===== config.mk =====
export PLATFORM = sky130hd
export DESIGN_NAME = bit_serial_add_arbiter
export DESIGN_NICKNAME = d
export VERILOG_FILES = /design/src/rtl/bit_serial_add_arbiter.sv
export SDC_FILE = /design/constraint.sdc
export NUM_CORES = 1
export LEC_CHECK = 0
export BUFFER_PORTS_ARGS = -buffer_cell sky130_fd_sc_hd__buf_2
export CAP_MARGIN = 30
export CORE_ASPECT_RATIO = 0.9
export CORE_MARGIN = 5
export CORE_UTILIZATION = 38
export DETAILED_ROUTE_END_ITERATION = 16
export SYNTH_ARGS = -nofsm -noshare
export SYNTH_HDL_FRONTEND = slang
export SYNTH_SLANG_ARGS = --single-unit

===== constraint.sdc =====
create_clock -name clk -period 5.85 [get_ports clk]
set_input_delay 1.17 -clock clk [delete_from_list [all_inputs] [get_ports clk]]
set_output_delay 1.17 -clock clk [all_outputs]
set_load 0.01 [all_outputs]

===== src/rtl/bit_serial_add_arbiter.sv =====
// Round-robin arbiter in front of one shared bit-serial adder. Operands are added LSB-first
// with a registered carry, and the sum comes back in parallel, tagged with the owner's index.
module bit_serial_add_arbiter #(
  parameter int WIDTH   = 8,
  parameter int NUM_REQ = 2,
  parameter int ID_W    = 3
) (
  input  logic                     clk,
  input  logic                     reset,
  input  logic [NUM_REQ-1:0]       req_valid,
  output logic [NUM_REQ-1:0]       req_ready,
  input  logic [NUM_REQ*WIDTH-1:0] req_a,
  input  logic [NUM_REQ*WIDTH-1:0] req_b,
  output logic                     resp_valid,
  input  logic                     resp_ready,
  output logic [ID_W-1:0]          resp_id,
  output logic [WIDTH-1:0]         resp_sum,
  output logic                     resp_carry
);

  localparam int CNT_W = $clog2(WIDTH);

  typedef enum logic [1:0] {IDLE, SHIFT, DONE} state_t;

  state_t               state_q, state_d;
  logic [ID_W-1:0]      ptr_q, ptr_d;
  logic [ID_W-1:0]      id_q, id_d;
  logic [WIDTH-1:0]     a_q, a_d;
  logic [WIDTH-1:0]     b_q, b_d;
  logic [WIDTH-1:0]     sum_q, sum_d;
  logic [WIDTH-1:0]     resp_sum_q, resp_sum_d;
  logic                 carry_q, carry_d;
  logic                 resp_carry_q, resp_carry_d;
  logic                 resp_valid_q, resp_valid_d;
  logic [CNT_W-1:0]     cnt_q, cnt_d;

  logic [2*NUM_REQ-1:0] rot;
  logic [ID_W-1:0]      grant;
  logic                 grant_found;
  logic                 sum_bit;
  logic                 carry_out;
  logic [WIDTH-1:0]     sum_next;

  // Rotate the valids so the pointer sits at bit 0; the lowest set bit is the winner.
  always_comb begin
    rot         = {req_valid, req_valid} >> ptr_q;
    grant       = '0;
    grant_found = 1'b0;
    for (int k = NUM_REQ - 1; k >= 0; k--) begin
      if (rot[k]) begin
        grant_found = 1'b1;
        grant = (int'(ptr_q) + k >= NUM_REQ) ? ID_W'(int'(ptr_q) + k - NUM_REQ)
                                             : ID_W'(int'(ptr_q) + k);
      end
    end
  end

  always_comb begin
    req_ready = '0;
    for (int i = 0; i < NUM_REQ; i++) begin
      req_ready[i] = (state_q == IDLE) && !reset && grant_found && (grant == ID_W'(i));
    end
  end

  assign sum_bit   = a_q[0] ^ b_q[0] ^ carry_q;
  assign carry_out = (a_q[0] & b_q[0]) | (a_q[0] & carry_q) | (b_q[0] & carry_q);
  assign sum_next  = {sum_bit, sum_q[WIDTH-1:1]};

  always_comb begin
    state_d      = state_q;
    ptr_d        = ptr_q;
    id_d         = id_q;
    a_d          = a_q;
    b_d          = b_q;
    sum_d        = sum_q;
    carry_d      = carry_q;
    cnt_d        = cnt_q;
    resp_sum_d   = resp_sum_q;
    resp_carry_d = resp_carry_q;
    resp_valid_d = resp_valid_q;
    unique case (state_q)
      IDLE: begin
        if (grant_found) begin
          a_d     = req_a[int'(grant)*WIDTH +: WIDTH];
          b_d     = req_b[int'(grant)*WIDTH +: WIDTH];
          sum_d   = '0;
          carry_d = 1'b0;
          cnt_d   = '0;
          id_d    = grant;
          ptr_d   = (grant == ID_W'(NUM_REQ - 1)) ? '0 : grant + ID_W'(1);
          state_d = SHIFT;
        end
      end
      SHIFT: begin
        a_d     = a_q >> 1;
        b_d     = b_q >> 1;
        sum_d   = sum_next;
        carry_d = carry_out;
        cnt_d   = cnt_q + CNT_W'(1);
        if (cnt_q == CNT_W'(WIDTH - 1)) begin
          resp_sum_d   = sum_next;
          resp_carry_d = carry_out;
          resp_valid_d = 1'b1;
          state_d      = DONE;
        end
      end
      DONE: begin
        if (resp_ready) begin
          resp_valid_d = 1'b0;
          state_d      = IDLE;
        end
      end
      default: state_d = IDLE;
    endcase
  end

  always_ff @(posedge clk) begin
    if (reset) begin
      state_q      <= IDLE;
      ptr_q        <= '0;
      id_q         <= '0;
      a_q          <= '0;
      b_q          <= '0;
      sum_q        <= '0;
      carry_q      <= 1'b0;
      cnt_q        <= '0;
      resp_sum_q   <= '0;
      resp_carry_q <= 1'b0;
      resp_valid_q <= 1'b0;
    end else begin
      state_q      <= state_d;
      ptr_q        <= ptr_d;
      id_q         <= id_d;
      a_q          <= a_d;
      b_q          <= b_d;
      sum_q        <= sum_d;
      carry_q      <= carry_d;
      cnt_q        <= cnt_d;
      resp_sum_q   <= resp_sum_d;
      resp_carry_q <= resp_carry_d;
      resp_valid_q <= resp_valid_d;
    end
  end

  assign resp_valid = resp_valid_q;
  assign resp_id    = id_q;
  assign resp_sum   = resp_sum_q;
  assign resp_carry = resp_carry_q;

endmodule

==> flow_metrics.env <==
export IMPL_timing_hold_ws_ps=453
export IMPL_switching_share=0.274
export IMPL_drive_gt1_frac=0.263
export IMPL_ctsHtreeMaxLevel=2
export IMPL_syn_area_mm2=0.00212
export IMPL_rows=25
export IMPL_io_buffers=51
export IMPL_hold_viol=0
export IMPL_timing_final_crit_share=0.702
export IMPL_fin_tns_setup_ps=0
export IMPL_initial_utilization=0.397
export IMPL_vias=1789
export IMPL_crit_path_end="req_ready[1]"
export IMPL_p_seq_frac=0.476
export IMPL_worstPathRequired_ps=4680
export IMPL_cts_setup_buffers=0
export IMPL_reg2reg_to="b_q[0]"
export IMPL_drt_iter0_drc=106
export IMPL_cts_resized=0
export IMPL_power_internal_uw=528
export IMPL_grt_max_degree=46
export IMPL_status="finished, final reports clean"
export IMPL_grt_pass1_vias=1644
export IMPL_cts_sinks=45
export IMPL_die_y_um=80.9
export IMPL_irDropWorstVdd_mv=0.161
export IMPL_wl_per_cell_um=13.3
export IMPL_pin_count=52
export IMPL_final_cells=348
export IMPL_grt_overflow=0
export IMPL_avgSynthCellArea_um2=8.96
export IMPL_power_density_mw_per_mm2=291
export IMPL_crit_path_max_fanout=18
export IMPL_syn2layout_area_growth_pct=17.7
export IMPL_drt_first_pass_iters=4
export IMPL_grt_use_total=0.135
export IMPL_fill_cells=545
export IMPL_via_per_inst=5.14
export IMPL_slew_headroom=0.372
export IMPL_tritoncts="done"
export IMPL_grt_pass1_wl_mm=7.66
export IMPL_timing_fmax_ghz=0.243
export IMPL_drc=0
export IMPL_hpwl_mm=3.23
export IMPL_crit_arrival_ps=2940
export IMPL_rrSetupSlack_ps=3400
export IMPL_critical_path_class="in -> out"
export IMPL_ys_ff_latch=45
export IMPL_clockBufferDepth=2
export IMPL_synth_most_common_cell="dfxtp_1"
export IMPL_synth_area_top_cells="dfxtp_1 (42%), mux2i_1 (8.0%), nand2_1 (6.5%)"
export IMPL_final_nets=322
export IMPL_period_needed_ps=4110
export IMPL_drv_slew=0
export IMPL_drt_total_wl_mm=4.63
export IMPL_dp_cells=340
export IMPL_synth_top_area_frac=0.424
export IMPL_ys_seq_area_frac=0.424
export IMPL_rsz0062_at_grt="no"
export IMPL_yosysWarningCount=0
export IMPL_ys_async_sr_fraction=0
export IMPL_setup_ws_ps=1740
export IMPL_die_area_mm2=0.00718
export IMPL_n_antenna_cell=0
export IMPL_antenna_found_initial=0
export IMPL_pwr_share_comb=0.194
export IMPL_switching_power_uw=199
export IMPL_synth_edff_count=0
export IMPL_utilization=0.467
export IMPL_clkPwrFrac=0.330
export IMPL_place_ws_ps=1710
export IMPL_synth_commonest_cells="dfxtp_1 (45), nand2_1 (37), a21oi_1 (26)"
export IMPL_clock_root_buffer="clkbuf_8"
export IMPL_numCtsBuffers=5
export IMPL_core_mm2=0.00535
export IMPL_hp_start="resp_sum[3]"
export IMPL_clkTransAtPathRegs_ps=80
export IMPL_hold_buffers=0
export IMPL_die_x_um=88.8
export IMPL_netlist_instances=237
export IMPL_start_kind="input pin"
export IMPL_p_leak_nw=0.982
export IMPL_worst_setup_path_end_kind="primary output"
export IMPL_finalSetupViolCount=0
export IMPL_rr_worst_depth=7
export IMPL_syn_nets=279
export IMPL_postRouteAntennaNets=0
export IMPL_crit_start="req_valid[0]"
export IMPL_fin_skew_ps=6.12
export IMPL_gp_congestion=0.724
export IMPL_synth_cell_type_count=39
export IMPL_reg2reg_from="ptr_q[1]"
export IMPL_hold_class="reg -> reg"
export IMPL_clk_latency_ps=300
export IMPL_tightest_slew_ps=939
export IMPL_maxCapViolCount=0
export IMPL_synth_flop_cell="dfxtp_1"
export IMPL_synth_area_leader_cell="dfxtp_1"
## worst max-delay path, stage by stage
cell	delay, ps
buf_2	120
a21boi_1	140
o21ai_2	570
or3_1	700
nor2_1	70
buf_2	160
## placed cells by master, fill, tap and decap left out, types with 6 or more instances in the layout
master,netlist,layout
nand3_1,10,10
mux2i_1,17,17
o22ai_2,8,8
buf_2,2,51
nor3_1,6,6
o22ai_1,6,6
dfxtp_1,45,45
nand2_1,37,37
a22oi_1,15,15
clkbuf_8,0,6
nor2_1,11,11
a21oi_1,26,26
## through the flow
stage / power [mW] / instance area (µm²)
final: 0.728 / 2500
after global routing: 0.774 / 2500
after CTS: 0.738 / 2500
after detailed placement: 0.495 / 2380
after global placement: 0.491 / 2370
after floorplan: 0.464 / 2120
## routing by layer
metal	GRT usage	wire [µm]	vias up
met5	0	0	-
met4	0.0498	68	0
met3	0.0345	247	5
met2	0.201	2040	42
met1	0.188	2270	805
li1	-	-	937
## logic make-up after synthesis
| family | share of synthesized area |
|---|---|
| mux | 0.0801 |
| compound gates | 0.231 |
| simple gates | 0.180 |
| fa+ha+maj | 0.0330 |
| buf+inv | 0.0513 |
| flops | 0.424 |
## area by class of cell
type	count	area, µm²	area share
inverter	1	3.75	0.00150
tap	67	83.8	0.0336
clock inverter	1	30.0	0.0120
multi-input combinational	174	1120	0.447
timing repair buffer	53	278	0.111
clock buffer	7	86.3	0.0346
sequential	45	901	0.361
## power groups by stage
stage / Combinational (mW) / Clock (mW) / Sequential, mW
2_1_floorplan: 0.116 / 0 / 0.348
3_3_place_gp: 0.138 / 0 / 0.353
3_5_place_dp: 0.142 / 0 / 0.353
4_1_cts: 0.142 / 0.249 / 0.346
5_1_grt: 0.157 / 0.267 / 0.349
6_report: 0.141 / 0.240 / 0.346
## registers in the layout, summed over array words and instances, names as in the netlist
name and count:
resp_sum 8, state_q 2, cnt_q 3, a_q 8, carry_q 1, resp_valid 1, resp_id 3, ptr_q 3
resp_carry 1, sum_q 7, b_q 8
## worst min path at each step
stage	slack [ps]	cells past startpoint	end
floorplan	430	2	a_q[7]
global placement	440	2	resp_sum[0]
detailed placement	450	2	resp_sum[0]
CTS	460	2	resp_sum[0]
global route	490	2	resp_sum[3]
finish	450	2	resp_sum[3]
(Power assumes the default switching activity.)
